==> src/rtl/alu_op_scheduler_pkg.sv <==
// Shared types and widths for the ALU operation scheduler.
package alu_op_scheduler_pkg;

    localparam int unsigned OP_W   = 3;
    localparam int unsigned DATA_W = 8;
    localparam int unsigned OUT_W  = 16;

    typedef enum logic [2:0] {
        ST_IDLE    = 3'd0,
        ST_LAUNCH  = 3'd1,
        ST_WAIT    = 3'd2,
        ST_RECOVER = 3'd3,
        ST_RESP    = 3'd4
    } state_t;

    typedef struct packed {
        logic [OP_W-1:0]   op;
        logic [DATA_W-1:0] x;
        logic [DATA_W-1:0] y;
    } alu_cmd_t;

endpackage

==> src/rtl/alu_op_scheduler_rr_arbiter2.sv <==
// Two-way round-robin arbiter; the requester that did not win last time wins a tie.
module rr_arbiter2 (
    input  logic       clk,
    input  logic       resetn,
    input  logic       enable,
    input  logic [1:0] valid,
    output logic [1:0] grant_c
);

    logic last_grant;

    // Grant is only offered while the scheduler can accept a command.
    always_comb begin
        grant_c = 2'b00;
        if (enable) begin
            case (valid)
                2'b01:   grant_c = 2'b01;
                2'b10:   grant_c = 2'b10;
                2'b11:   grant_c = last_grant ? 2'b01 : 2'b10;
                default: grant_c = 2'b00;
            endcase
        end
    end

    always_ff @(posedge clk or negedge resetn) begin
        if (!resetn) begin
            last_grant <= 1'b1;
        end else if (|grant_c) begin
            last_grant <= grant_c[1];
        end
    end

endmodule

==> src/rtl/alu_op_scheduler.sv <==
// Shares one multi-cycle ALU between two requesters: arbitrate, launch, wait for END or
// time out and recover the ALU, then return a tagged response.
module alu_op_scheduler
    import alu_op_scheduler_pkg::*;
#(
    parameter int unsigned TIMEOUT        = 64,
    parameter int unsigned RECOVER_CYCLES = 2,
    parameter int unsigned CNT_W          = 7
) (
    input  logic              clk,
    input  logic              resetn,
    input  logic              req0_valid,
    output logic              req0_ready,
    input  logic [OP_W-1:0]   req0_op,
    input  logic [DATA_W-1:0] req0_x,
    input  logic [DATA_W-1:0] req0_y,
    input  logic              req1_valid,
    output logic              req1_ready,
    input  logic [OP_W-1:0]   req1_op,
    input  logic [DATA_W-1:0] req1_x,
    input  logic [DATA_W-1:0] req1_y,
    output logic              rsp_valid,
    input  logic              rsp_ready,
    output logic              rsp_id,
    output logic [OUT_W-1:0]  rsp_data,
    output logic              rsp_err,
    output logic              alu_begin,
    output logic [OP_W-1:0]   alu_op,
    output logic [DATA_W-1:0] alu_x,
    output logic [DATA_W-1:0] alu_y,
    output logic              alu_resetn,
    input  logic              alu_end,
    input  logic [OUT_W-1:0]  alu_out,
    output logic              busy
);

    localparam int unsigned REC_W = (RECOVER_CYCLES > 1) ? $clog2(RECOVER_CYCLES) : 1;

    state_t           state;
    state_t           state_next;
    alu_cmd_t         cmd_q;
    alu_cmd_t         cmd_sel_c;
    logic [1:0]       grant_c;
    logic             idle_c;
    logic             accept_c;
    logic             complete_c;
    logic             rec_done_c;
    logic             end_q;
    logic             cur_id;
    logic [CNT_W-1:0] wd_cnt;
    logic [REC_W-1:0] rec_cnt;

    assign idle_c = (state == ST_IDLE);

    rr_arbiter2 u_arb (
        .clk     (clk),
        .resetn  (resetn),
        .enable  (idle_c),
        .valid   ({req1_valid, req0_valid}),
        .grant_c (grant_c)
    );

    assign req0_ready = grant_c[0];
    assign req1_ready = grant_c[1];
    assign cmd_sel_c  = grant_c[1] ? {req1_op, req1_x, req1_y} : {req0_op, req0_x, req0_y};

    assign alu_op     = cmd_q.op;
    assign alu_x      = cmd_q.x;
    assign alu_y      = cmd_q.y;
    assign busy       = !idle_c;
    assign alu_resetn = resetn & (state != ST_RECOVER);

    always_ff @(posedge clk or negedge resetn) begin
        if (!resetn) begin
            state <= ST_IDLE;
        end else begin
            state <= state_next;
        end
    end

    // Completion is a rising END seen in WAIT; it takes priority over the watchdog.
    always_comb begin
        state_next = state;
        accept_c   = 1'b0;
        complete_c = 1'b0;
        rec_done_c = 1'b0;
        case (state)
            ST_IDLE: begin
                if (|grant_c) begin
                    accept_c   = 1'b1;
                    state_next = ST_LAUNCH;
                end
            end
            ST_LAUNCH: state_next = ST_WAIT;
            ST_WAIT: begin
                if (alu_end && !end_q) begin
                    complete_c = 1'b1;
                    state_next = ST_RESP;
                end else if (wd_cnt == CNT_W'(TIMEOUT - 1)) begin
                    state_next = ST_RECOVER;
                end
            end
            ST_RECOVER: begin
                if (rec_cnt == REC_W'(RECOVER_CYCLES - 1)) begin
                    rec_done_c = 1'b1;
                    state_next = ST_RESP;
                end
            end
            ST_RESP: begin
                if (rsp_ready) begin
                    state_next = ST_IDLE;
                end
            end
            default: state_next = ST_IDLE;
        endcase
    end

    // Watchdog counts cycles since BEGIN, so it reads TIMEOUT-1 exactly TIMEOUT-1 cycles later.
    always_ff @(posedge clk or negedge resetn) begin
        if (!resetn) begin
            cmd_q     <= '0;
            cur_id    <= 1'b0;
            end_q     <= 1'b0;
            alu_begin <= 1'b0;
            wd_cnt    <= '0;
            rec_cnt   <= '0;
            rsp_valid <= 1'b0;
            rsp_id    <= 1'b0;
            rsp_data  <= '0;
            rsp_err   <= 1'b0;
        end else begin
            end_q     <= alu_end;
            alu_begin <= accept_c;
            rsp_valid <= (state_next == ST_RESP);
            if (accept_c) begin
                cmd_q  <= cmd_sel_c;
                cur_id <= grant_c[1];
                wd_cnt <= '0;
            end else if (state == ST_LAUNCH || state == ST_WAIT) begin
                wd_cnt <= wd_cnt + CNT_W'(1);
            end
            if (state == ST_RECOVER) begin
                rec_cnt <= rec_cnt + REC_W'(1);
            end else begin
                rec_cnt <= '0;
            end
            if (complete_c) begin
                rsp_data <= alu_out;
                rsp_err  <= 1'b0;
                rsp_id   <= cur_id;
            end else if (rec_done_c) begin
                rsp_data <= '0;
                rsp_err  <= 1'b1;
                rsp_id   <= cur_id;
            end
        end
    end

endmodule

==> config.mk <==
export PLATFORM = sky130hd
export DESIGN_NAME = alu_op_scheduler
export DESIGN_NICKNAME = d
export VERILOG_FILES = /design/src/rtl/alu_op_scheduler_pkg.sv /design/src/rtl/alu_op_scheduler_rr_arbiter2.sv /design/src/rtl/alu_op_scheduler.sv
export SDC_FILE = /design/constraint.sdc
export NUM_CORES = 1
export LEC_CHECK = 0
export ABC_AREA = 1
export CAP_MARGIN = 15
export CORE_AREA = 2 2 95 97
export DETAILED_ROUTE_END_ITERATION = 10
export DIE_AREA = 0 0 97 99
export MAX_ROUTING_LAYER = met4
export PLACE_DENSITY = 0.61
export SYNTH_ARGS = -nofsm -noshare
export SYNTH_HDL_FRONTEND = slang
export SYNTH_HIERARCHICAL = 1
export SYNTH_SLANG_ARGS = --single-unit
==> constraint.sdc <==
create_clock -name clk -period 1.6 [get_ports clk]
set_input_delay 0.24 -clock clk [delete_from_list [all_inputs] [get_ports clk]]
set_output_delay 0.24 -clock clk [all_outputs]
set_load 0.05 [all_outputs]
# After elaboration in Yosys (flattened, before gate mapping)
# Index checks and enable logic that the tools add are counted.
[totals]
register_bits = 53
input_bits = 60
output_inout_bits = 43
word_cells = 60
[op_classes]
addsub = 2
n_eq_ne = 10
n_mux = 25
bitwise_logic = 1
reduce_logical = 8
[ops]
columns = ["cell", "count"]
rows = [
  ["$mux 16", 2],
  ["$mux 19", 1],
  ["$mux 3", 5],
  ["$pmux 3 s5", 1],
  ["$mux 7", 2],
  ["$mux 1", 11],
  ["$add 7x1->7 const B", 1],
  ["$eq 7x6->1 const B", 1],
  ["$eq 3x2->1 const B", 2],
  ["$eq 3x3->1 const B", 2],
  ["$pmux 2 s3", 1],
  ["$eq 2x2->1 const B", 2],
  ["$mux 2", 2],
  ["$reduce_bool 2->1", 2],
  ["$eq 3x1->1 const B", 1],
  ["$logic_not 3->1", 1],
  ["$ne 3x2->1 const B", 1],
  ["$eq 2x1->1 const B", 1],
  ["$logic_not 1->1", 2],
  ["$reduce_or 2->1", 1],
  ["$add 1x1->1 const B", 1],
  ["$and 1x1->1", 1],
  ["$logic_and 1x1->1", 1],
  ["$logic_or 1x1->1", 1],
]

# Depth between registers and ports, before layout
[logic_depth]
ltp_word = 7
depth_mapped = 14
depth_no_buf = 14

# By module
# Netlist, hierarchy kept.
[modules_own_cells]
columns = ["mod", "n_inst", "cells_per_inst", "area_per_inst_um2", "seq_area_each_um2"]
rows = [
  ["alu_op_scheduler", 1, 268, 2454.9, 1301.2],
  ["rr_arbiter2", 1, 11, 65.1, 26.3],
]

# Worst setup path before layout
# Ideal clock, no wire load.
[synth_path]
path_kind = "register to register"
from = "register state[1]"
to = "register cmd_q (netlist bit alu_y[1])"
setup_ns = 0.066
t_arrival_ns = 2.197
required_ns = 1.534
setup_slack_ns = -0.663
path_stages_with_launch = 13
n_path_buf = 1
period_less_slack_ns = 2.263
path_cell_list = "dfrtp_1 inv_2 nand2_2 nor2_4 nand2_1 a21oi_1 inv_1 nand2_1 nand2_4 inv_6 buf_12 o211ai_1 nand2_1"
[synth_via]
elab_chain_len = 5
elab_cells_between_ends = 6
classes_between = "mux: 4; reduce/logical: 2"
[synth_lines]
columns = ["element", "line", "source"]
rows = [
  ["start: declaration", "alu_op_scheduler.sv:39", "state_t state;"],
  ["start signal: assignment", "alu_op_scheduler.sv:77", "state <= state_next;"],
  ["$logic_not 3->1", "alu_op_scheduler.sv:53", "assign idle_c = (state == ST_IDLE);"],
  ["named net idle_c", "alu_op_scheduler.sv:44", "logic idle_c;"],
  ["$mux 2", "alu_op_scheduler_rr_arbiter2.sv:15", "if (enable) begin"],
  ["named net req0_ready", "alu_op_scheduler.sv:13", "output logic req0_ready,"],
  ["$reduce_or 2->1", "alu_op_scheduler.sv:89", "if (|grant_c) begin"],
  ["$mux 1", "alu_op_scheduler.sv:89", ""],
  ["$mux 1", "alu_op_scheduler.sv:87", "case (state)"],
  ["end signal: assignment", "alu_op_scheduler.sv:136", "cmd_q <= cmd_sel_c;"],
  ["end: declaration", "alu_op_scheduler.sv:41", "alu_cmd_t cmd_q;"],
]
# The timed path passes the listed nets, and every way through them passes these cells.
# A chain may end at the register's enable or synchronous reset.

# Worst setup path in the final report
[layout_path]
from = "register state[0]"
to = "output port req1_ready"
[layout_via]
elab_chain_len = 2
[layout_lines]
columns = ["element", "line", "source"]
rows = [
  ["$logic_not 3->1", "alu_op_scheduler.sv:53", ""],
  ["named net idle_c", "alu_op_scheduler.sv:44", ""],
  ["$mux 2", "alu_op_scheduler_rr_arbiter2.sv:15", ""],
  ["end: declaration", "alu_op_scheduler.sv:18", "output logic req1_ready,"],
]
# The timed path passes the listed nets, and every way through them passes these cells.

==> flow_results.xml <==
<?xml version="1.0" encoding="UTF-8"?>
<metrics>
  <group name="sta">
    <metric name="period_minus_slack" unit="ps">1690</metric>
    <metric name="layout_worst_path_cycle_share" unit="">1.06</metric>
    <metric name="timing.final.hold_violations" unit="">0</metric>
    <metric name="slew_viol_final" unit="">0</metric>
    <metric name="report.final.setup_viol" unit="">22</metric>
    <metric name="rsz0062_at_grt" unit="">true</metric>
    <metric name="maxClockFrequency" unit="MHz">591</metric>
    <metric name="finalClockSkew" unit="ps">12.2</metric>
    <metric name="worst_tran_pin_value" unit="ps">669</metric>
    <metric name="post_route_hold_slack" unit="ps">93.5</metric>
    <metric name="layout_setup_ws" unit="ps">-92.4</metric>
    <metric name="timing.max_slew.rel_slack" unit="">0.554</metric>
  </group>
  <group name="power_and_ir_drop">
    <metric name="net_load_switching_power" unit="mW">4.13</metric>
    <metric name="power.share.clock" unit="">0.107</metric>
    <metric name="power-per-cell-area" unit="nW/µm²">2090</metric>
    <metric name="cellLeakagePower" unit="nW">1.98</metric>
    <metric name="power.ir.vdd_worst" unit="V">0.000748</metric>
    <metric name="cellInternalPower" unit="mW">4.28</metric>
    <metric name="switching_share" unit="">0.491</metric>
    <metric name="power_frac_comb" unit="">0.628</metric>
    <metric name="p_seq_frac" unit="">0.264</metric>
  </group>
  <group name="worst_setup_path">
    <metric name="reg2reg_setup_slack" unit="ps">-60</metric>
    <metric name="max_stage_delay" unit="ps">400</metric>
    <metric name="endpoint_kind" unit="">output pin</metric>
    <metric name="crit_arrival" unit="ps">1450</metric>
    <metric name="critPathBufInv" unit="">5</metric>
    <metric name="crit_required" unit="ps">1360</metric>
    <metric name="setup_crit_start_kind" unit="">register</metric>
    <metric name="slowest_stage" unit="">dfrtp_1</metric>
    <metric name="ordered_cell_list_for_the_critical_path" unit="">inv_2 -&gt; nand2_2 -&gt; nor2_4 -&gt; nand2_2 -&gt; inv_2 -&gt; nand2_4 -&gt; clkinvlp_4 -&gt; buf_12 -&gt; buf_12</metric>
    <metric name="crit_type" unit="">register to output pin</metric>
    <metric name="critical-path-top-delay-family" unit="">buffers and inverters</metric>
    <metric name="critical_path.max_fanout" unit="">3</metric>
  </group>
  <group name="logic_synthesis">
    <metric name="yosysTopAreaCell" unit="">dfrtp_1</metric>
    <metric name="synthAdderAreaFrac" unit="">0.00497</metric>
    <metric name="yosysTopAreaCellShare" unit="">0.516</metric>
    <metric name="synth_ff_type" unit="">dfrtp_1</metric>
    <metric name="post_synth_main_area_contributors" unit="">dfrtp_1 52%, nand2_1 17%, or2_2 5.0%</metric>
    <metric name="post-synth-top-count-cell" unit="">nand2_1</metric>
    <metric name="commonest_cells_post_synth" unit="">114 x nand2_1, 52 x dfrtp_1, 20 x or2_2, 14 x inv_1, 11 x nand3_1</metric>
    <metric name="synth_cell_type_count" unit="">31</metric>
    <metric name="synth_compound_area_frac" unit="">0.0909</metric>
    <metric name="syn-cell-area" unit="µm²">2520</metric>
    <metric name="synth_async_sr_flop_share" unit="">1.00</metric>
    <metric name="synth_simple_gate_area_frac" unit="">0.300</metric>
    <metric name="yosys-mux-area-fraction" unit="">0</metric>
    <metric name="seq_cells_post_synth" unit="">53</metric>
    <metric name="syn-instance-count" unit="">279</metric>
    <metric name="synth_fp_nets" unit="">340</metric>
    <metric name="synth.yosys.seq_area_share" unit="">0.527</metric>
    <metric name="synth.avg_cell_area" unit="µm²">9.03</metric>
    <metric name="synth_top_family_by_area" unit="">simple AND/OR/NAND/NOR gates</metric>
    <metric name="number_of_synthesized_flops_with_an_enable_pin" unit="">0</metric>
    <metric name="synth.yosys.warnings" unit="">6</metric>
    <metric name="synthXorXnorAreaFrac" unit="">0.0104</metric>
  </group>
  <group name="floorplan">
    <metric name="floorplan.initialDensity" unit="">0.295</metric>
    <metric name="floorplan.core_area" unit="µm²">8550</metric>
    <metric name="boundaryPins" unit="">103</metric>
    <metric name="dieArea" unit="µm²">9600</metric>
    <metric name="die_width" unit="µm">97</metric>
    <metric name="overall_die_height" unit="µm">99</metric>
    <metric name="std_cell_rows" unit="">34</metric>
  </group>
  <group name="global_route">
    <metric name="first_global_vias" unit="">2251</metric>
    <metric name="grtUsageMet1" unit="">0.171</metric>
    <metric name="grtUsageMet2" unit="">0.241</metric>
    <metric name="grt_first_pass_wirelength" unit="mm">10.8</metric>
    <metric name="grt_start_max_net_pins" unit="">54</metric>
    <metric name="grt-busiest-layer" unit="">met2</metric>
    <metric name="grt_antenna_before_repair" unit="">0</metric>
    <metric name="grt_overflow_total" unit="">0</metric>
    <metric name="grt_use_total" unit="">0.142</metric>
    <metric name="globalRouteMet3Util" unit="">0.0376</metric>
  </group>
  <group name="detailed_routing">
    <metric name="wl_per_cell" unit="µm">13.0</metric>
    <metric name="dr_total_vias" unit="">2255</metric>
    <metric name="post_drt_via_cell_ratio" unit="">4.39</metric>
    <metric name="drtAntennaViolNets" unit="">0</metric>
    <metric name="finalWirelength" unit="mm">6.69</metric>
    <metric name="first_iter_violations" unit="">59</metric>
    <metric name="remaining_design_rule_violation_count" unit="">0</metric>
    <metric name="firstDrtPassIters" unit="">4</metric>
  </group>
  <group name="clock_tree">
    <metric name="cts_hold_bufs" unit="">0</metric>
    <metric name="maximum_level_of_the_cts_h_tree" unit="">2</metric>
    <metric name="clock-sinks" unit="">53</metric>
    <metric name="clock_latency" unit="ps">300</metric>
    <metric name="path_clk_slew" unit="ps">100</metric>
    <metric name="numCtsBuffers" unit="">5</metric>
    <metric name="clock-root-buffer" unit="">clkbuf_8</metric>
    <metric name="cts_tree" unit="">yes</metric>
    <metric name="cts_max_path_buffers" unit="">2</metric>
  </group>
  <group name="placement">
    <metric name="dpl_worst_slack" unit="ps">-278</metric>
    <metric name="hpwlAfterDp" unit="mm">4.42</metric>
    <metric name="gpl.final_weighted_congestion" unit="">0.732</metric>
    <metric name="numPortBuffers" unit="">102</metric>
    <metric name="dpl-instance-area" unit="µm²">3670</metric>
  </group>
  <group name="finish">
    <metric name="n_antenna_cell" unit="">0</metric>
    <metric name="drive_above_1_share" unit="">0.333</metric>
    <metric name="area.growth.synth_to_final" unit="%">59.9</metric>
    <metric name="finalNetCount" unit="">467</metric>
    <metric name="finalCoreUtilization" unit="">0.471</metric>
    <metric name="final-seq-area" unit="µm²">1330</metric>
    <metric name="layout.filler_cells" unit="">809</metric>
    <metric name="multi_input_area" unit="µm²">1140</metric>
    <metric name="layout.cell_area.non_filler" unit="µm²">4030</metric>
  </group>
  <group name="status">
    <metric name="run_status" unit="">complete, but fails checks</metric>
    <metric name="violations_in_the_final_reports" unit="">setup timing</metric>
  </group>
  <group name="flow_run">
    <metric name="timing.max_cap.violations" unit="">0</metric>
  </group>
  <group name="worst_hold_path">
    <metric name="hp-class" unit="">primary input to async pin</metric>
  </group>
</metrics>
==> logic make-up (layout without fill, tap and decap cells) <==
group,Yosys count,in the layout
DFF,53,53
xor gates and xnor gates,3,3
AOI/OAI and AO/OA,26,26
buffers and inverters,29,155
adders and majority gates,1,1
and+or+nand+nor,167,168
==> layer usage <==
layer | vias to the layer above | part of all wire
li1 | 1138 | -
met1 | 1040 | 0.44
met2 | 75 | 0.49
met3 | 2 | 0.060
met4 | 0 | 0.0031
met5 | - | 0
==> worst paths after layout <==
path,startpoint,to,depth (start not counted)
min in group clk,alu_end,end_q,1
min,resetn,rsp_data[1],2
max reg2reg,state[0],alu_op[1],12
min reg2reg,rec_cnt,rec_cnt,1
max,state[0],req1_ready,9
max in group asynchronous,resetn,wd_cnt[3],2
==> placed cells by master, fill, tap and decap left out, types with 2 or more instances in the layout <==
master and instances:
a21oi_1 2, buf_12 6, buf_4 61, clkbuf_8 5, clkdlybuf4s50_1 58, dfrtp_1 52, inv_1 11, inv_2 5
nand2_1 110, nand2_2 5, nand2_4 2, nand3_1 10, nand4_1 2, nor2_1 8, nor2_4 6, o211ai_1 10
o211ai_2 9, o22ai_1 2, or2_4 19, xor2_1 2
==> registers in the layout (all words and copies together) (netlist names) <==
name,count
alu_begin,1
alu_op,3
alu_x,8
alu_y,8
cur_id,1
end_q,1
rec_cnt,1
rsp_data,16
rsp_err,1
rsp_id,1
rsp_valid,1
state,3
u_arb/last_grant,1
wd_cnt,7
==> timing repair <==
action / in CTS / in global routing
gates resized for setup: 34 / 7
gates cloned: 2 / 1
endpoints found under the setup margin: 48 / 51
pin swaps: 12 / 13
buffers inserted: 8 / 4
==> area by class of cell <==
class | instances | area share
Timing Repair Buffer | 129 | 0.303
Inverter | 18 | 0.0208
Sequential cell | 53 | 0.329
Timing Repair inverter | 1 | 0.00279
Clock buffer | 5 | 0.0171
Clock inverter | 2 | 0.00962
Multi-Input combinational cell | 198 | 0.283
Tap cell | 108 | 0.0335
==> stage by stage <==
step | power [mW] | setup TNS, ps | cells
after floorplan | 5.49 | -4610 | 279
after global placement | 6.95 | -6740 | 495
after detailed placement | 7.03 | -7940 | 495
after CTS | 8.39 | -1090 | 511
after global routing | 8.92 | -3460 | 514
final | 8.41 | -582 | 514
==> power by group through the flow <==
stage	clock network, mW	logic (mW)	registers (mW)
5_1_grt	0.990	5.64	2.29
3_5_place_dp	0	4.78	2.25
3_3_place_gp	0	4.72	2.24
6_report	0.904	5.28	2.22
4_1_cts	0.931	5.24	2.22
2_1_floorplan	0	1.67	3.83
Power figures use the tool's default switching activity.
